### config.mk
export PLATFORM = sky130hd
export DESIGN_NAME = ball_motion_ctrl_flat
export DESIGN_NICKNAME = d
export VERILOG_FILES = /design/src/rtl/ball_motion_ctrl_if.sv /design/src/rtl/ball_motion_ctrl.sv /design/src/flat_wrapper.sv
export SDC_FILE = /design/constraint.sdc
export NUM_CORES = 1
export LEC_CHECK = 0
export BUFFER_PORTS_ARGS = -buffer_cell sky130_fd_sc_hd__buf_2
export CAP_MARGIN = 20
export CORE_MARGIN = 3
export CORE_UTILIZATION = 30
export CTS_CLUSTER_DIAMETER = 100
export DETAILED_ROUTE_END_ITERATION = 10
export GPL_TIMING_DRIVEN = 0
export PLACE_DENSITY = 0.58
export SYNTH_ARGS = -nofsm -noshare
export SYNTH_HDL_FRONTEND = slang
export SYNTH_SLANG_ARGS = --single-unit
### constraint.sdc
create_clock -name Clk_100MHz -period 3.6 [get_ports Clk_100MHz]
set_input_delay 0.36 -clock Clk_100MHz [delete_from_list [all_inputs] [get_ports Clk_100MHz]]
set_output_delay 0.36 -clock Clk_100MHz [all_outputs]
set_load 0.005 [all_outputs]
### src/rtl/ball_motion_ctrl_if.sv
// Signal bundle between the ball motion controller and the collision checker.
// master = ball controller side, slave = collision checker / stimulus side.
interface ball_motion_ctrl_if;
    logic       GameEnable;
    logic [2:0] ColOut;
    logic [9:0] ballSpeed;
    logic [1:0] LivesCount;
    logic [9:0] ballPosX;
    logic [9:0] ballPosY;
    logic       dirX;
    logic       dirY;
    logic       ballPosReset;
    logic       GameOver;
    logic [1:0] State;

    modport master (
        input  GameEnable, ColOut, ballSpeed, LivesCount,
        output ballPosX, ballPosY, dirX, dirY, ballPosReset, GameOver, State
    );

    modport slave (
        output GameEnable, ColOut, ballSpeed, LivesCount,
        input  ballPosX, ballPosY, dirX, dirY, ballPosReset, GameOver, State
    );
endinterface

### src/rtl/ball_motion_ctrl.sv
// PONG ball motion: per-frame-tick position stepping, collision reflection and serve/miss/over sequencing.
// Optional macro RANDOM_SERVE_EN: serve direction taken from a free-running 16-bit LFSR.
module ball_motion_ctrl #(
    parameter int TICK_DIV    = 1666667,
    parameter int SCREEN_W    = 640,
    parameter int SCREEN_H    = 480,
    parameter int BALL_SIZE   = 8,
    parameter int START_X     = 320,
    parameter int START_Y     = 240,
    parameter int SERVE_TICKS = 60,
    parameter int MISS_TICKS  = 30,
    parameter int MAX_STEP    = 8
) (
    input  logic                 Clk_100MHz,
    input  logic                 Reset,
    ball_motion_ctrl_if.master   bus
);
    localparam int TCW = (TICK_DIV > 1) ? $clog2(TICK_DIV) : 1;
    localparam int PMX = (SERVE_TICKS > MISS_TICKS) ? SERVE_TICKS : MISS_TICKS;
    localparam int PCW = $clog2(PMX + 1);
    localparam logic [TCW-1:0] TICK_LAST  = TCW'(TICK_DIV - 1);
    localparam logic [PCW-1:0] SERVE_LAST = PCW'(SERVE_TICKS - 1);
    localparam logic [PCW-1:0] MISS_LAST  = PCW'(MISS_TICKS - 1);
    localparam logic [9:0] X_MAX = 10'(SCREEN_W - BALL_SIZE);
    localparam logic [9:0] Y_MAX = 10'(SCREEN_H - BALL_SIZE);
    localparam logic [9:0] X0    = 10'(START_X);
    localparam logic [9:0] Y0    = 10'(START_Y);
    localparam logic [9:0] STEP_MAX = 10'(MAX_STEP);

    // OVER shares debug code 3 with MISS, so the internal encoding needs a fifth value
    typedef enum logic [2:0] {IDLE = 3'd0, SERVE = 3'd1, MOVE = 3'd2, MISS = 3'd3, OVER = 3'd4} state_t;

    state_t         state, state_nx;
    logic [TCW-1:0] tcnt;
    logic           tick;
    logic [4:0]     flags, col_set;   // [0] top [1] bottom [2] right [3] paddle [4] miss
    logic [PCW-1:0] pcnt, pcnt_nx;
    logic [9:0]     x, y, x_nx, y_nx, x_mv, y_mv, step;
    logic [10:0]    x_sum, y_sum;
    logic           dx, dy, dx_nx, dy_nx, dx_ref, dy_ref, pr, pr_nx;
    logic           serve_dx, serve_dy, recentre;

    assign tick = (tcnt == TICK_LAST);

    always_ff @(posedge Clk_100MHz or negedge Reset) begin
        if (!Reset) tcnt <= '0;
        else        tcnt <= tick ? '0 : tcnt + TCW'(1);
    end

    always_comb begin
        col_set = '0;
        if (bus.ColOut inside {[3'd1:3'd5]}) col_set = 5'b1 << (bus.ColOut - 3'd1);
    end

    // A code arriving on the tick cycle survives into the next interval
    always_ff @(posedge Clk_100MHz or negedge Reset) begin
        if (!Reset) flags <= '0;
        else        flags <= tick ? col_set : (flags | col_set);
    end

`ifdef RANDOM_SERVE_EN
    logic [15:0] lfsr;
    always_ff @(posedge Clk_100MHz or negedge Reset) begin
        if (!Reset) lfsr <= 16'hACE1;
        else        lfsr <= {lfsr[14:0], lfsr[15] ^ lfsr[13] ^ lfsr[12] ^ lfsr[10]};
    end
    assign serve_dx = lfsr[1];
    assign serve_dy = lfsr[0];
`else
    assign serve_dx = 1'b0;
    assign serve_dy = 1'b1;
`endif

    always_comb begin
        step = bus.ballSpeed;
        if (bus.ballSpeed == 10'd0)   step = 10'd1;
        else if (bus.ballSpeed > STEP_MAX) step = STEP_MAX;

        dx_ref = dx;
        if (flags[3] && !flags[2])      dx_ref = 1'b1;
        else if (flags[2] && !flags[3]) dx_ref = 1'b0;
        dy_ref = dy;
        if (flags[0] && flags[1]) dy_ref = ~dy;
        else if (flags[0])        dy_ref = 1'b1;
        else if (flags[1])        dy_ref = 1'b0;

        x_sum = {1'b0, x} + {1'b0, step};
        y_sum = {1'b0, y} + {1'b0, step};
        if (dx_ref) x_mv = (x_sum > {1'b0, X_MAX}) ? X_MAX : x_sum[9:0];
        else        x_mv = (x < step) ? 10'd0 : x - step;
        if (dy_ref) y_mv = (y_sum > {1'b0, Y_MAX}) ? Y_MAX : y_sum[9:0];
        else        y_mv = (y < step) ? 10'd0 : y - step;
    end

    always_ff @(posedge Clk_100MHz or negedge Reset) begin
        if (!Reset) begin
            state <= IDLE;
            pcnt  <= '0;
            x     <= X0;
            y     <= Y0;
            dx    <= 1'b0;
            dy    <= 1'b1;
            pr    <= 1'b0;
        end else begin
            state <= state_nx;
            pcnt  <= pcnt_nx;
            x     <= x_nx;
            y     <= y_nx;
            dx    <= dx_nx;
            dy    <= dy_nx;
            pr    <= pr_nx;
        end
    end

    always_comb begin
        state_nx = state;
        pcnt_nx  = pcnt;
        x_nx     = x;
        y_nx     = y;
        dx_nx    = dx;
        dy_nx    = dy;
        pr_nx    = 1'b0;
        recentre = 1'b0;
        case (state)
            IDLE: if (bus.GameEnable) begin
                state_nx = SERVE;
                pcnt_nx  = '0;
                recentre = 1'b1;
                pr_nx    = 1'b1;
            end
            SERVE: if (!bus.GameEnable) begin
                state_nx = IDLE;
                recentre = 1'b1;
            end else if (tick) begin
                if (pcnt == SERVE_LAST) begin
                    state_nx = MOVE;
                    pcnt_nx  = '0;
                end else pcnt_nx = pcnt + PCW'(1);
            end
            MOVE: if (!bus.GameEnable) begin
                state_nx = IDLE;
                recentre = 1'b1;
            end else if (tick) begin
                if (flags[4]) begin
                    state_nx = MISS;
                    pcnt_nx  = '0;
                end else begin
                    x_nx  = x_mv;
                    y_nx  = y_mv;
                    dx_nx = dx_ref;
                    dy_nx = dy_ref;
                end
            end
            MISS: if (!bus.GameEnable) begin
                state_nx = IDLE;
                recentre = 1'b1;
            end else if (tick) begin
                if (pcnt == MISS_LAST) begin
                    pcnt_nx = '0;
                    if (bus.LivesCount == 2'd0) state_nx = OVER;
                    else begin
                        state_nx = SERVE;
                        recentre = 1'b1;
                        pr_nx    = 1'b1;
                    end
                end else pcnt_nx = pcnt + PCW'(1);
            end
            OVER: if (!bus.GameEnable) begin
                state_nx = IDLE;
                recentre = 1'b1;
            end
            default: state_nx = IDLE;
        endcase
        if (recentre) begin
            x_nx  = X0;
            y_nx  = Y0;
            dx_nx = serve_dx;
            dy_nx = serve_dy;
        end
    end

    assign bus.ballPosX     = x;
    assign bus.ballPosY     = y;
    assign bus.dirX         = dx;
    assign bus.dirY         = dy;
    assign bus.ballPosReset = pr;
    assign bus.GameOver     = (state == OVER);
    assign bus.State        = (state == OVER) ? 2'd3 : state[1:0];
endmodule

### src/flat_wrapper.sv
// flat-port wrapper written by rule: the top's interface ports become plain ports
module ball_motion_ctrl_flat 
#(
    parameter int TICK_DIV    = 1666667,
    parameter int SCREEN_W    = 640,
    parameter int SCREEN_H    = 480,
    parameter int BALL_SIZE   = 8,
    parameter int START_X     = 320,
    parameter int START_Y     = 240,
    parameter int SERVE_TICKS = 60,
    parameter int MISS_TICKS  = 30,
    parameter int MAX_STEP    = 8
)
  (Clk_100MHz, Reset, bus_GameEnable, bus_ColOut, bus_ballSpeed, bus_LivesCount, bus_ballPosX, bus_ballPosY, bus_dirX, bus_dirY, bus_ballPosReset, bus_GameOver, bus_State);
  ball_motion_ctrl_if bus_i ();
  input  logic Clk_100MHz;
  input  logic Reset;
  input wire logic [$bits(bus_i.GameEnable)-1:0] bus_GameEnable;
  input wire logic [$bits(bus_i.ColOut)-1:0] bus_ColOut;
  input wire logic [$bits(bus_i.ballSpeed)-1:0] bus_ballSpeed;
  input wire logic [$bits(bus_i.LivesCount)-1:0] bus_LivesCount;
  output wire logic [$bits(bus_i.ballPosX)-1:0] bus_ballPosX;
  output wire logic [$bits(bus_i.ballPosY)-1:0] bus_ballPosY;
  output wire logic [$bits(bus_i.dirX)-1:0] bus_dirX;
  output wire logic [$bits(bus_i.dirY)-1:0] bus_dirY;
  output wire logic [$bits(bus_i.ballPosReset)-1:0] bus_ballPosReset;
  output wire logic [$bits(bus_i.GameOver)-1:0] bus_GameOver;
  output wire logic [$bits(bus_i.State)-1:0] bus_State;
  assign bus_i.GameEnable = bus_GameEnable;
  assign bus_i.ColOut = bus_ColOut;
  assign bus_i.ballSpeed = bus_ballSpeed;
  assign bus_i.LivesCount = bus_LivesCount;
  assign bus_ballPosX = bus_i.ballPosX;
  assign bus_ballPosY = bus_i.ballPosY;
  assign bus_dirX = bus_i.dirX;
  assign bus_dirY = bus_i.dirY;
  assign bus_ballPosReset = bus_i.ballPosReset;
  assign bus_GameOver = bus_i.GameOver;
  assign bus_State = bus_i.State;
  ball_motion_ctrl #(.TICK_DIV(TICK_DIV), .SCREEN_W(SCREEN_W), .SCREEN_H(SCREEN_H), .BALL_SIZE(BALL_SIZE), .START_X(START_X), .START_Y(START_Y), .SERVE_TICKS(SERVE_TICKS), .MISS_TICKS(MISS_TICKS), .MAX_STEP(MAX_STEP)) u_core (.Clk_100MHz(Clk_100MHz), .Reset(Reset), .bus(bus_i));
endmodule
-- Word-level counts from Yosys, hierarchy flattened
Cells that the tools add are included.
- memory bits (writable): 0
- logic and storage cells: 136
- memories: 0
- output and inout bits: 26
- bits of input ports: 18
- bits in registers: 58
- latch bits: 0
- memory bits (read-only): 0
- add/sub/neg operators: 7
- divide/modulo/power cells: 0
- $lt $le $gt $ge: 7
- reduce and logical (&&, ||, !) cells: 17
- equality and inequality tests: 23
- bitwise operators: 2
- shift-type cells: 1
- multipliers: 0
- mux-type cells: 70
- operators with widths (cell ; number):
    10-bit 2-to-1 mux ; 18
    6-bit 2-to-1 mux ; 10
    3-bit 2-to-1 mux ; 12
    6-bit case mux with 4 select lines ; 1
    10-bit by 10-bit adder with 11-bit output ; 2
    1-bit 2-to-1 mux ; 22
    21-bit by 1-bit adder with 21-bit output (second input constant) ; 1
    21-bit equality test (second input constant) ; 1
    21-bit 2-to-1 mux ; 1
    10-bit < comparator ; 2
    10-bit subtractor ; 2
    3-bit by 2-bit inequality test with 1-bit output (second input constant) ; 6
    3-bit case mux with 5 select lines ; 1
    2-bit inequality test (second input constant) ; 6
    11-bit by 10-bit > comparator with 1-bit output (second input constant) ; 1
    11-bit by 9-bit > comparator with 1-bit output (second input constant) ; 1
    10-bit by 4-bit > comparator with 1-bit output (second input constant) ; 1
    10-bit zero test ; 1
    5-bit 2-to-1 mux ; 2
    9-bit AND reduction ; 1
    2-bit by 1-bit inequality test with 1-bit output (second input constant) ; 4
    8-bit AND reduction ; 1
    6-bit by 1-bit adder with 6-bit output (second input constant) ; 1
    3-bit by 2-bit equality test with 1-bit output (second input constant) ; 2
    21 further kinds ; 27

-- Logic depth before layout (Yosys ltp)
Gate-level depths: netlist (run 1).
- depth in word-level cells: 12
- gate-level depth with buffers: 15
- mapped depth without buffers: 15

-- Least setup slack after synthesis (run 1)
OpenSTA, ideal clock, no wires.
- path kind: input to register
- start: input bus_ballSpeed[6]
- end: register u_core.y[4], in the netlist u_core.bus.ballPosY[4]
- arrival time: 3.920 ns
- slack: -0.404 ns
- cell stages on the path: 12
- data required time: 3.517 ns
- library setup time: 0.083 ns
- buffers on the path: 0
- cell sequence: or4_1 > nor4_1 > nand2_1 > ha_1 > nand2b_1 > a2111o_1 > a2111oi_0 > or4_1 > nand3_1 > nor4b_1 > a211oi_1 > o32a_1
- longest elaborated chain between the ends: 12
- elaborated cells on any way between the ends: 16
- those cells by class: add/sub (2); order compare (3); mux (10); reduce/logical (1)
- RTL lines (element ; line ; RTL):
    from (decl) ; flat_wrapper.sv:20 ; input wire logic [$bits(bus_i.ballSpeed)-1:0] bus_ballSpeed;
    10-bit by 4-bit > comparator with 1-bit output ; ball_motion_ctrl.sv:77 ; else if (bus.ballSpeed > STEP_MAX) step = STEP_MAX;
    10-bit 2-to-1 mux ; ball_motion_ctrl.sv:77 ;
    10-bit 2-to-1 mux * ; ball_motion_ctrl.sv:76 ; if (bus.ballSpeed == 10'd0) step = 10'd1;
    10-bit by 10-bit adder with 11-bit output ; ball_motion_ctrl.sv:88 ; y_sum = {1'b0, y} + {1'b0, step};
    11-bit by 9-bit > comparator with 1-bit output ; ball_motion_ctrl.sv:91 ; if (dy_ref) y_mv = (y_sum > {1'b0, Y_MAX}) ? Y_MAX : y_sum[9:0];
    10-bit 2-to-1 mux ; ball_motion_ctrl.sv:91 ;
    10-bit 2-to-1 mux * ; ball_motion_ctrl.sv:91 ;
    10-bit 2-to-1 mux * ; ball_motion_ctrl.sv:144 ; if (flags[4]) begin
    10-bit 2-to-1 mux * ; ball_motion_ctrl.sv:143 ; end else if (tick) begin
    10-bit 2-to-1 mux * ; ball_motion_ctrl.sv:140 ; MOVE: if (!bus.GameEnable) begin
    10-bit 2-to-1 mux * ; ball_motion_ctrl.sv:124 ; case (state)
    10-bit 2-to-1 mux * ; ball_motion_ctrl.sv:174 ; if (recentre) begin
    to (signal assigned) ; ball_motion_ctrl.sv:108 ; y <= y_nx;
    to (decl) ; ball_motion_ctrl.sv:38 ; logic [9:0] x, y, x_nx, y_nx, x_mv, y_mv, step;
Mark *: on every way between the ends. The rest lies on a longest branch, timed or not. The select of a mux whose other input is x is not followed.
A chain may end at the register's enable or synchronous reset.

-- Worst setup path in the final report (run 1)
- start: input bus_ballSpeed[3]
- end: register u_core.y[4], in the netlist u_core.bus.ballPosY[4]
Same word-level chain as after synthesis.

==> key figures, run 1 <==
Run status
  • Outcome: finished clean

Floorplanning
  • Die Y: 135 µm
  • Die ar.: 18,200 µm²
  • I/O pin cnt: 44
  • Die X: 135 µm
  • Core footprint: 16,100 µm²
  • Site row count: 46
  • Initial core utilization: 31.1%

Global route
  • Vias in the first global route: 4,406
  • Pin count of the biggest net entering global routing: 36
  • GRT Total Usage: 15.0%
  • Congestion Overflow GR: 0
  • Initial antenna violation count: 0
  • First-pass GRT wire length: 22,200 µm

CTS
  • Clk slew on worst S/H paths: 0.05 ns
  • Clk root buf: clkbuf_16
  • Clock latency on the worst-skew pair: 0.32 ns
  • H-tree depth: 3
  • Max clock buf depth: 2
  • # hold bufs at CTS: 0
  • CTS buffer count: 9
  • CTS sink cnt: 58
  • TritonCTS clock tree: done

Layout
  • Area grow syn2layout: 28.1%
  • Antenna diodes: 0
  • Share of cells above drive strength 1: 21.2%
  • Most frequent cells in the layout: dfrtp_1, nor2_1, nand2_1, buf_2, a21oi_1
  • Design area: 6390 µm²
  • Commonest non-fill, non-tap cell in the layout: dfrtp_1
  • NumNets Final: 751

Place
  • Area post-placement: 5610 µm²
  • # port buffers: 43
  • Final GP Congestion: 0.853
  • DP HPWL: 9850 µm
  • Setup WS pre-CTS: -1.04 ns

Worst setup path
  • Startpoint types: input port
  • Crit path max-delay family: simple AND/OR/NAND/NOR gates
  • CP endpoint kind: flip-flop
  • Buf+Inv Stages, Crit Path: 4
  • Slowest stage cell, crit path: or4_4
  • Critical path fanouts, max: 4
  • Largest stage delay on the critical path: 0.53 ns
  • Critical Path RT: 3.85 ns
  • Arrival time worst endpoint: 3.78 ns
  • Crit path kind: in -> reg
  • Cells along the critical path: buf_6 > or4_4 > nor4_4 > buf_4 > inv_4 > nor2_4 > ha_4 > buf_6 > nand2b_4 > a2111o_1 > a2111oi_4 > or4_4 > nand3_4 > nor4b_4 > a211oi_4 > o32a_1

Detailed routing
  • Final ANT Viol Nets: 0
  • Via-to-Cell Ratio: 5.11
  • DRC: 0
  • Via count: 4,634
  • 1st-iter DRT viols: 317
  • DRT Wirelength: 13,500 µm
  • Per-cell routed wire length: 14.9 µm
  • Drt pass-1 iters: 5

Power and ir drop
  • Power, Total: 2.21 mW
  • Peak VDD IR: 240 µV
  • Leak Pwr: 2.83 nW
  • PD cells: 346 nW/µm²

Timing
  • Final worst path period need: 3.53 ns
  • Setup TNS: 0 ns
  • Fin crit share: 98.2%
  • Relative slew slack: 35.8%
  • Peak Freq: 283 MHz
  • Worst setup margin: 0.0655 ns
  • Slew Limit Fails: 0
  • RSZ-0062 raised after global routing: true
  • Worst Skew: 0.00906 ns
  • Setup-failing EPs final: 0
  • Slew @ Worst Pin: 0.937 ns
  • Final hold violation count: 0

Worst hold path
  • Hold WC Path Type: in -> async

Synthesis
  • Register area share after synthesis: 29.3%
  • Post-Synthesis Cell Area: 4990 µm²
  • Syn. warnings: 0
  • Number of synthesized register bits: 58
  • Ys async rst share: 100%
  • Library cells used by synthesis: 78
  • Syn Inst Count: 591
  • Post-synth EDFFs: 0
  • Avg Inst Size Synth: 8.44 µm²
  • Main flop type after synthesis: dfrtp_1

Run
  • Max_cap viols: 0
[routing by layer]
layer | track usage (%) | share of wire (%) | vias up | routed length, µm
met5 | 0 | 0 | - | 0
met4 | 3.42 | 0.79 | 0 | 107
met3 | 2.65 | 4.7 | 10 | 632
met2 | 23.8 | 47 | 109 | 6310
met1 | 21.2 | 48 | 2224 | 6490
li1 | - | - | 2291 | -
[power by group]
group          total, mW  leakage (nW)  switching, mW  internal, mW
logic              0.550          1.93          0.337         0.213
registers          0.708         0.739         0.0237         0.684
clock network      0.956         0.163          0.312         0.644
[worst reg2reg max path, stage by stage (launching register included)]
cell and delay, ns:
dfrtp_1 0.39, ha_1 0.24, fa_1 0.43, nor2b_4 0.17, o211ai_1 0.14, and2_1 0.28
mux2i_1 0.25, nor4_2 0.07, buf_4 0.16, o31ai_4 0.33, buf_4 0.18, nand3_1 0.10
a31oi_1 0.20
[synth_stat cells (3+ instances only)]
library cell	count	area, µm²
o31ai_1	9	67.6
xor2_1	10	87.6
buf_2	3	15.0
o22ai_1	6	37.5
a31oi_1	4	25.0
nor3_1	14	70.1
or4_1	3	22.5
o21ai_0	32	160
nand4_1	6	37.5
inv_1	40	150
nor2_1	50	188
o32a_1	3	30.0
a21o_1	5	37.5
nand2b_1	10	62.6
o21a_1	6	45.0
nand3_1	18	90.1
and3_1	8	50.1
a211oi_1	6	45.0
nor2b_1	20	125
dfrtp_1	51	1280
dfstp_2	7	184
or3_1	6	37.5
clkbuf_1	13	48.8
xnor2_1	31	272
nand2_1	47	176
mux2i_1	9	90.1
o32ai_1	4	35.0
fa_1	4	80.1
and2_1	3	18.8
a32o_1	3	30.0
ha_1	44	551
a21oi_1	48	240
o211ai_1	3	22.5
o21bai_1	4	30.0
nor4_1	4	25.0
a2bb2oi_1	3	26.3
[kinds of logic after synthesis]
kind of cell,Yosys count,share of synthesized area [%]
AND/OR/NAND/NOR,208,21.4
AO/OA/AOI/OAI,166,22.6
buffers and inverters,59,4.89
flip-flops,58,29.3
adder cells (fa/ha/maj),48,12.6
XOR/XNOR,41,7.20
multiplexers,9,1.81
other,2,0.151
[path summary, 6_finish.rpt]
| check | from | endpoint | slack (ns) | cells past startpoint |
|---|---|---|---|---|
| worst max-delay path | bus_ballSpeed[3] | u_core.bus.ballPosY[4]$_DFFE_PN1P_ | 0.07 | 16 |
| worst min-delay path | Reset | u_core.tcnt[14]$_DFF_PN0_ | 0.06 | 1 |
| worst max register to register | u_core.bus.ballPosX[0]$_DFFE_PN0P_ | u_core.bus.ballPosX[8]$_DFFE_PN1P_ | 0.59 | 12 |
| worst min register to register | u_core.tcnt[4]$_DFF_PN0_ | u_core.tcnt[4]$_DFF_PN0_ | 0.50 | 1 |
| max in group asynchronous | Reset | u_core.bus.ballPosX[8]$_DFFE_PN1P_ | 2.85 | 2 |
| min in group Clk_100MHz | bus_ColOut[1] | u_core.flags[0]$_DFF_PN0_ | 0.28 | 2 |
[state kept, by name, summed over array words and instances, names as in the netlist]
name	flops
u_core.flags	5
u_core.bus.ballPosX	10
u_core.state	3
u_core.bus.ballPosY	10
u_core.bus.dirY	1
u_core.pcnt	6
u_core.bus.dirX	1
u_core.bus.ballPosReset	1
u_core.tcnt	21
[layout make-up]
cell class,count,area (µm²)
buffer,18,90.1
clock buffer,12,256
clock inverter,4,73.8
fill,1615,9670
inverter,40,153
multi-input combinational,496,3710
sequential,58,1460
tap,216,270
timing repair buffer,62,380
[metrics by stage]
step / instances / hold WS [ns] / util, %
2_1_floorplan: 613 / 0.0644 / -
3_3_place_gp: 872 / 0.482 / 34.8
3_5_place_dp: 873 / 0.418 / 34.9
4_1_cts: 898 / 0.0630 / 38.2
5_1_grt: 906 / 0.0924 / 39.8
6_report: 906 / 0.0560 / 39.8
[timing repair]
action                     4_1_cts  5_1_grt
pin swaps                       15       20
buffers inserted                11        8
setup endpoints to repair       20       19
gates resized for setup         25       34
(Power assumes the default switching activity.)
==> inputs of run 2 (changes only) <==
- CORE_ASPECT_RATIO: default -> 1.25
- SKIP_LAST_GASP: default -> 1
==> run 2 against run 1 <==
Non-clock buffer count is 3 higher. Worst setup slack worse by 0.0066 ns. Sequential power hardly changed.
==> key figures, run 2 (synthesized netlist as in run 1, its figures left out) <==
Power and ir drop
  • PD cells: 330 nW/µm² (was 346 nW/µm²)
  • Leak Pwr: 2.82 nW (was 2.83 nW)
  • Peak VDD IR: 233 µV (was 240 µV)

Floorplanning
  • Die X: 121 µm (was 135 µm)
  • Initial core utilization: 30.7% (was 31.1%)
  • Die Y: 150 µm (was 135 µm)
  • Core footprint: 16,300 µm² (was 16,100 µm²)
  • Die ar.: 18,200 µm² (about the same)
  • Site row count: 52 (was 46)
  • I/O pin cnt: 44 (unchanged)

Layout
  • Design area: 6390 µm² (about the same)
  • Area grow syn2layout: 28.1% (about the same)
  • Filler cell count: 1,671 (was 1,615)
  • Biggest register: u_core.tcnt (unchanged)
  • NumNets Final: 754 (was 751)
  • Post-route insts no fill: 909 (was 906)
  • Most frequent cells in the layout: dfrtp_1, nor2_1, nand2_1, buf_2, a21oi_1 (unchanged)
  • Share of cells above drive strength 1: 21.8% (was 21.2%)
  • Antenna diodes: 0 (unchanged)
  • Max reg flops: 21 (unchanged)
  • Commonest non-fill, non-tap cell in the layout: dfrtp_1 (unchanged)

Run
  • Max_cap viols: 0 (unchanged)

Worst setup path
  • Worst R2R Start: u_core.bus.ballPosY[1]$_DFFE_PN0P_ (was u_core.bus.ballPosX[0]$_DFFE_PN0P_)
  • Worst reg2reg setup slack: 0.59 ns (about the same)
  • Crit path kind: in -> reg (unchanged)
  • CP endpoint kind: flip-flop (unchanged)
  • Critical path fanouts, max: 4 (unchanged)
  • Startpoint types: input port (unchanged)
  • Arrival time worst endpoint: 3.79 ns (was 3.78 ns)
  • Worst-case reg-to-reg path depth: 9 (was 12)
  • Critical Path RT: 3.85 ns (about the same)
  • R2r endpoint: u_core.bus.ballPosY[4]$_DFFE_PN1P_ (was u_core.bus.ballPosX[8]$_DFFE_PN1P_)

Timing
  • Fin crit share: 98.4% (was 98.2%)
  • Worst hold slack: 0.0740 ns (was 0.0560 ns)
  • RSZ-0062 raised after global routing: true (unchanged)
  • Slew Limit Fails: 0 (unchanged)
  • Slew @ Worst Pin: 0.978 ns (was 0.937 ns)
  • Worst Skew: 0.00733 ns (was 0.00906 ns)
  • Relative slew slack: 34.8% (was 35.8%)
  • Peak Freq: 282 MHz (was 283 MHz)
  • Setup-failing EPs final: 0 (unchanged)
  • Final worst path period need: 3.54 ns (was 3.53 ns)
  • Worst setup margin: 0.0589 ns (was 0.0655 ns)
  • Final hold violation count: 0 (unchanged)

CTS
  • Clk root buf: clkbuf_16 (unchanged)
  • Clock latency on the worst-skew pair: 0.32 ns (about the same)
  • H-tree depth: 3 (unchanged)
  • TritonCTS clock tree: done (unchanged)
  • Clk slew on worst S/H paths: 0.05 ns (about the same)
  • CTS sink cnt: 58 (unchanged)
  • Max clock buf depth: 2 (unchanged)
  • CTS buffer count: 9 (unchanged)

Global route
  • Congestion Overflow GR: 0 (unchanged)
  • GRT Total Usage: 15.0% (about the same)
  • Vias in the first global route: 4,431 (was 4,406)
  • First-pass GRT wire length: 22,100 µm (was 22,200 µm)
  • Initial antenna violation count: 0 (unchanged)
  • Pin count of the biggest net entering global routing: 33 (was 36)

Detailed routing
  • Per-cell routed wire length: 14.8 µm (was 14.9 µm)
  • DRT Wirelength: 13,500 µm (about the same)
  • Drt pass-1 iters: 5 (unchanged)
  • Via-to-Cell Ratio: 5.04 (was 5.11)
  • Via count: 4,585 (was 4,634)
  • Final ANT Viol Nets: 0 (unchanged)
  • DRC: 0 (unchanged)
  • 1st-iter DRT viols: 326 (was 317)

Place
  • DP HPWL: 9980 µm (was 9850 µm)
  • Area post-placement: 5610 µm² (unchanged)
  • DP Cell Count: 873 (unchanged)
  • Final GP Congestion: 0.861 (was 0.853)
  • # port buffers: 43 (unchanged)
  • Setup WS pre-CTS: -1.04 ns (about the same)

Run status
  • Outcome: finished clean (unchanged)

Worst hold path
  • Hold WC Path Type: in -> async (unchanged)
## run 2: metrics by stage
stage	total power [mW]	setup TNS, ns	utilization, %
final	2.11	0	39.3
after global routing	2.22	-0.355	39.3
after CTS	2.11	0	37.8
after detailed placement	1.22	-14.33	34.5
after global placement	1.22	-14.39	34.4
after floorplan	1.07	-0.00593	-
## run 2: power breakdown
group	switching, mW	internal, mW	leakage [nW]	total, mW
clock	0.296	0.551	0.149	0.847
sequential	0.0248	0.684	0.739	0.709
combinational	0.335	0.215	1.93	0.551
total	0.656	1.45	2.82	2.11
## run 2: routing by layer
metal  track usage (%)  wire, µm  vias to the layer above
met3              2.74       359                       14
li1                  -         -                     2293
met5                 0         0                        -
met4              4.54       198                        0
met1              18.7      6060                     2202
met2              26.1      6850                       76
## run 2: how the worst max path moves through the flow
stage          slack [ns]                                  to             start
2_1_floorplan      -0.006  u_core.bus.ballPosY[4]$_DFFE_PN1P_  bus_ballSpeed[6]
3_3_place_gp        -1.03  u_core.bus.ballPosX[1]$_DFFE_PN0P_  bus_ballSpeed[6]
3_5_place_dp        -1.04  u_core.bus.ballPosX[2]$_DFFE_PN0P_  bus_ballSpeed[6]
4_1_cts             0.009  u_core.bus.ballPosY[1]$_DFFE_PN0P_  bus_ballSpeed[6]
5_1_grt             -0.11  u_core.bus.ballPosY[4]$_DFFE_PN1P_  bus_ballSpeed[3]
6_report             0.06  u_core.bus.ballPosY[4]$_DFFE_PN1P_  bus_ballSpeed[3]
## run 2: critical path, cell delays in order
cell	delay, ns
buf_6	0.09
or4_4	0.55
nor4_4	0.18
buf_4	0.19
inv_4	0.05
nor2_4	0.16
ha_4	0.17
nand2b_4	0.05
a2111o_1	0.49
a2111oi_4	0.37
or4_4	0.21
nand3_4	0.07
nor4b_4	0.36
a211oi_2	0.15
o32a_1	0.35
## run 2: layout make-up
cell class / count / area [µm²] / area share (%)
multi-input combinational: 496 / 3720 / 58.3
sequential: 58 / 1460 / 22.8
timing repair buffer: 65 / 399 / 6.24
tap: 216 / 270 / 4.23
clock buffer: 11 / 243 / 3.80
inverter: 40 / 153 / 2.39
buffer: 18 / 90.1 / 1.41
clock inverter: 5 / 53.8 / 0.842
## run 2: timing repair
action	CTS	global route
setup buffers	9	12
endpoints found under the setup margin	20	20
pin swaps	17	24
hold buffers	0	0
gates resized for setup	33	27
==> inputs of run 3 (changes only) <==
==> constraint.sdc (replaced) <==
create_clock -name Clk_100MHz -period 3.6 [get_ports Clk_100MHz]
set_input_delay 0.54 -clock Clk_100MHz [delete_from_list [all_inputs] [get_ports Clk_100MHz]]
set_output_delay 0.54 -clock Clk_100MHz [all_outputs]
set_load 0.005 [all_outputs]
==> run 3 against run 2 <==
The flow now finishes with violations (negative setup slack). Clock power grew 8.5%. Final cell count rose by 1.3%. Worst hold slack improved by 0.21 ns. Clock skew increased by 0.00084 ns. Total power grew 4.3%. Combinational power is 3% higher. Global-route usage is 0.28 points higher. Largest cell class unchanged.
==> key figures, run 3 (synthesized netlist as in run 1, its figures left out) <==
Layout
  • Biggest register: u_core.tcnt (unchanged)
  • Filler cell count: 1,641 (was 1,671)
  • Register area: 1460 µm² (unchanged)
  • Antenna diodes: 0 (unchanged)
  • NumNets Final: 766 (was 754)
  • Post-route insts no fill: 921 (was 909)
  • Design area: 6650 µm² (was 6390 µm²)
  • Most frequent cells in the layout: dfrtp_1, nor2_1, nand2_1, buf_2, a21oi_1 (unchanged)
  • Area of the multi-input gates: 3860 µm² (was 3720 µm²)
  • Area grow syn2layout: 33.4% (was 28.1%)
  • Commonest non-fill, non-tap cell in the layout: dfrtp_1 (unchanged)
  • Share of cells above drive strength 1: 26.4% (was 21.8%)
  • Max reg flops: 21 (unchanged)
  • Util after Layout: 40.9% (was 39.3%)

Floorplanning
  • Die Y: 150 µm (unchanged)
  • Site row count: 52 (unchanged)
  • Die ar.: 18,200 µm² (unchanged)
  • I/O pin cnt: 44 (unchanged)
  • Die X: 121 µm (unchanged)
  • Core footprint: 16,300 µm² (unchanged)
  • Initial core utilization: 30.7% (unchanged)

Place
  • DP Cell Count: 872 (was 873)
  • Setup WS pre-CTS: -0.971 ns (was -1.04 ns)
  • Area post-placement: 5660 µm² (was 5610 µm²)
  • DP HPWL: 9960 µm (was 9980 µm)
  • Final GP Congestion: 0.857 (was 0.861)
  • # port buffers: 43 (unchanged)

Timing
  • Setup TNS: -0.602 ns (was 0 ns)
  • Final worst path period need: 3.74 ns (was 3.54 ns)
  • Worst setup margin: -0.144 ns (was 0.0589 ns)
  • Worst Skew: 0.00818 ns (was 0.00733 ns)
  • Slew @ Worst Pin: 0.993 ns (was 0.978 ns)
  • Peak Freq: 267 MHz (was 282 MHz)
  • Worst hold slack: 0.282 ns (was 0.0740 ns)
  • Slew Limit Fails: 0 (unchanged)
  • Setup-failing EPs final: 9 (was 0)
  • RSZ-0062 raised after global routing: true (unchanged)
  • Final hold violation count: 0 (unchanged)
  • Fin crit share: 104% (was 98.4%)
  • Relative slew slack: 33.8% (was 34.8%)

Run status
  • Outcome: finished with violations (was finished clean)
  • Failing checks: negative setup slack

Worst setup path
  • CP endpoint kind: flip-flop (unchanged)
  • Cells along the critical path: buf_6 > or4_4 > nor4_4 > buf_6 > clkinvlp_4 > buf_4 > buf_4 > ha_2 > nor2b_1 > a31oi_2 > buf_4 > a2111oi_2 > or4_4 > nand3_4 > nor4b_4 > buf_4 > a211oi_4 > o32ai_2 (was buf_6 > or4_4 > nor4_4 > buf_4 > inv_4 > nor2_4 > ha_4 > nand2b_4 > a2111o_1 > a2111oi_4 > or4_4 > nand3_4 > nor4b_4 > a211oi_2 > o32a_1)
  • Crit path kind: in -> reg (unchanged)
  • Largest stage delay on the critical path: 0.55 ns (about the same)
  • Slowest stage cell, crit path: or4_4 (unchanged)
  • Critical Path RT: 3.78 ns (was 3.85 ns)
  • Critical path fanouts, max: 5 (was 4)
  • Startpoint types: input port (unchanged)
  • Most frequent CP cell: buf_4 (was or4_4)
  • Arrival time worst endpoint: 3.92 ns (was 3.79 ns)
  • Worst Setup SP: bus_ballSpeed[6] (was bus_ballSpeed[3])
  • Worst R2R Start: u_core.bus.ballPosY[4]$_DFFE_PN1P_ (was u_core.bus.ballPosY[1]$_DFFE_PN0P_)

Global route
  • GRT Total Usage: 15.2% (was 15.0%)
  • Congestion Overflow GR: 0 (unchanged)
  • Initial antenna violation count: 0 (unchanged)
  • Vias in the first global route: 4,593 (was 4,431)
  • Pin count of the biggest net entering global routing: 59 (was 33)
  • First-pass GRT wire length: 22,500 µm (was 22,100 µm)

CTS
  • CTS sink cnt: 58 (unchanged)
  • H-tree depth: 3 (unchanged)
  • Clock latency on the worst-skew pair: 0.33 ns (was 0.32 ns)
  • Clk slew on worst S/H paths: 0.05 ns (about the same)
  • Clk root buf: clkbuf_16 (unchanged)
  • Max clock buf depth: 2 (unchanged)
  • TritonCTS clock tree: done (unchanged)
  • CTS buffer count: 9 (unchanged)

Run
  • Max_cap viols: 0 (unchanged)

Power and ir drop
  • Peak VDD IR: 235 µV (was 233 µV)
  • Leak Pwr: 2.92 nW (was 2.82 nW)
  • Power, Total: 2.20 mW (was 2.11 mW)
  • PD cells: 330 nW/µm² (about the same)

Detailed routing
  • Drt pass-1 iters: 4 (was 5)
  • Via-to-Cell Ratio: 5.04 (about the same)
  • Via count: 4,641 (was 4,585)
  • Final ANT Viol Nets: 0 (unchanged)
  • DRT Wirelength: 13,700 µm (was 13,500 µm)
  • Per-cell routed wire length: 14.9 µm (was 14.8 µm)
  • 1st-iter DRT viols: 258 (was 326)
  • DRC: 0 (unchanged)

Worst hold path
  • Hold WC Path Type: in -> async (unchanged)
-- run 3: worst paths after layout --
kind                                                      end  slack [ns]  cells after the start
setup / recovery           u_core.bus.ballPosY[0]$_DFFE_PN0P_       -0.14                     18
hold / removal                      u_core.tcnt[15]$_DFF_PN0_        0.28                      1
setup reg to reg           u_core.bus.ballPosY[4]$_DFFE_PN1P_        0.61                     11
hold reg to reg                      u_core.tcnt[4]$_DFF_PN0_        0.50                      1
max in group asynchronous         u_core.state[0]$_DFFE_PN0P_        2.80                      1
min in group Clk_100MHz             u_core.flags[0]$_DFF_PN0_        0.46                      2
-- run 3: layout make-up --
type / count / area share, %
plain buffers: 18 / 1.35
clock buffers: 11 / 3.65
clock inverters: 5 / 1.17
inverters: 40 / 2.31
multi-input cells: 496 / 58.1
flip-flops and latches: 58 / 21.9
well taps: 216 / 4.06
repair buffers: 77 / 7.43
-- run 3: where the power goes --
part | total [mW] | switching, mW | internal [mW]
sequential | 0.708 | 0.0237 | 0.684
clock | 0.919 | 0.298 | 0.622
combinational | 0.569 | 0.337 | 0.232
total | 2.20 | 0.658 | 1.54
-- run 3: repair_timing --
| action | CTS | global route |
|---|---|---|
| pin swaps | 33 | 31 |
| buffers inserted | 26 | 9 |
| hold buffers | 0 | 0 |
| setup endpoints to repair | 19 | 20 |
| endpoints found under the hold margin | 0 | 0 |
| gates resized for setup | 54 | 31 |
-- run 3: routing by layer --
| metal | track usage (%) | vias up | part of all wire, % |
|---|---|---|---|
| met5 | 0 | - | 0 |
| met4 | 7.62 | 0 | 3.2 |
| met3 | 1.95 | 32 | 3.3 |
| met2 | 26.5 | 92 | 50 |
| met1 | 18.4 | 2198 | 43 |
| li1 | - | 2319 | - |
-- run 3: critical path: cells and delay by family --
kind / cells / cell delay, ns
compound gates: 4 / 0.71
fa+ha+maj: 1 / 0.17
buf+inv: 7 / 0.98
simple gates: 6 / 1.51
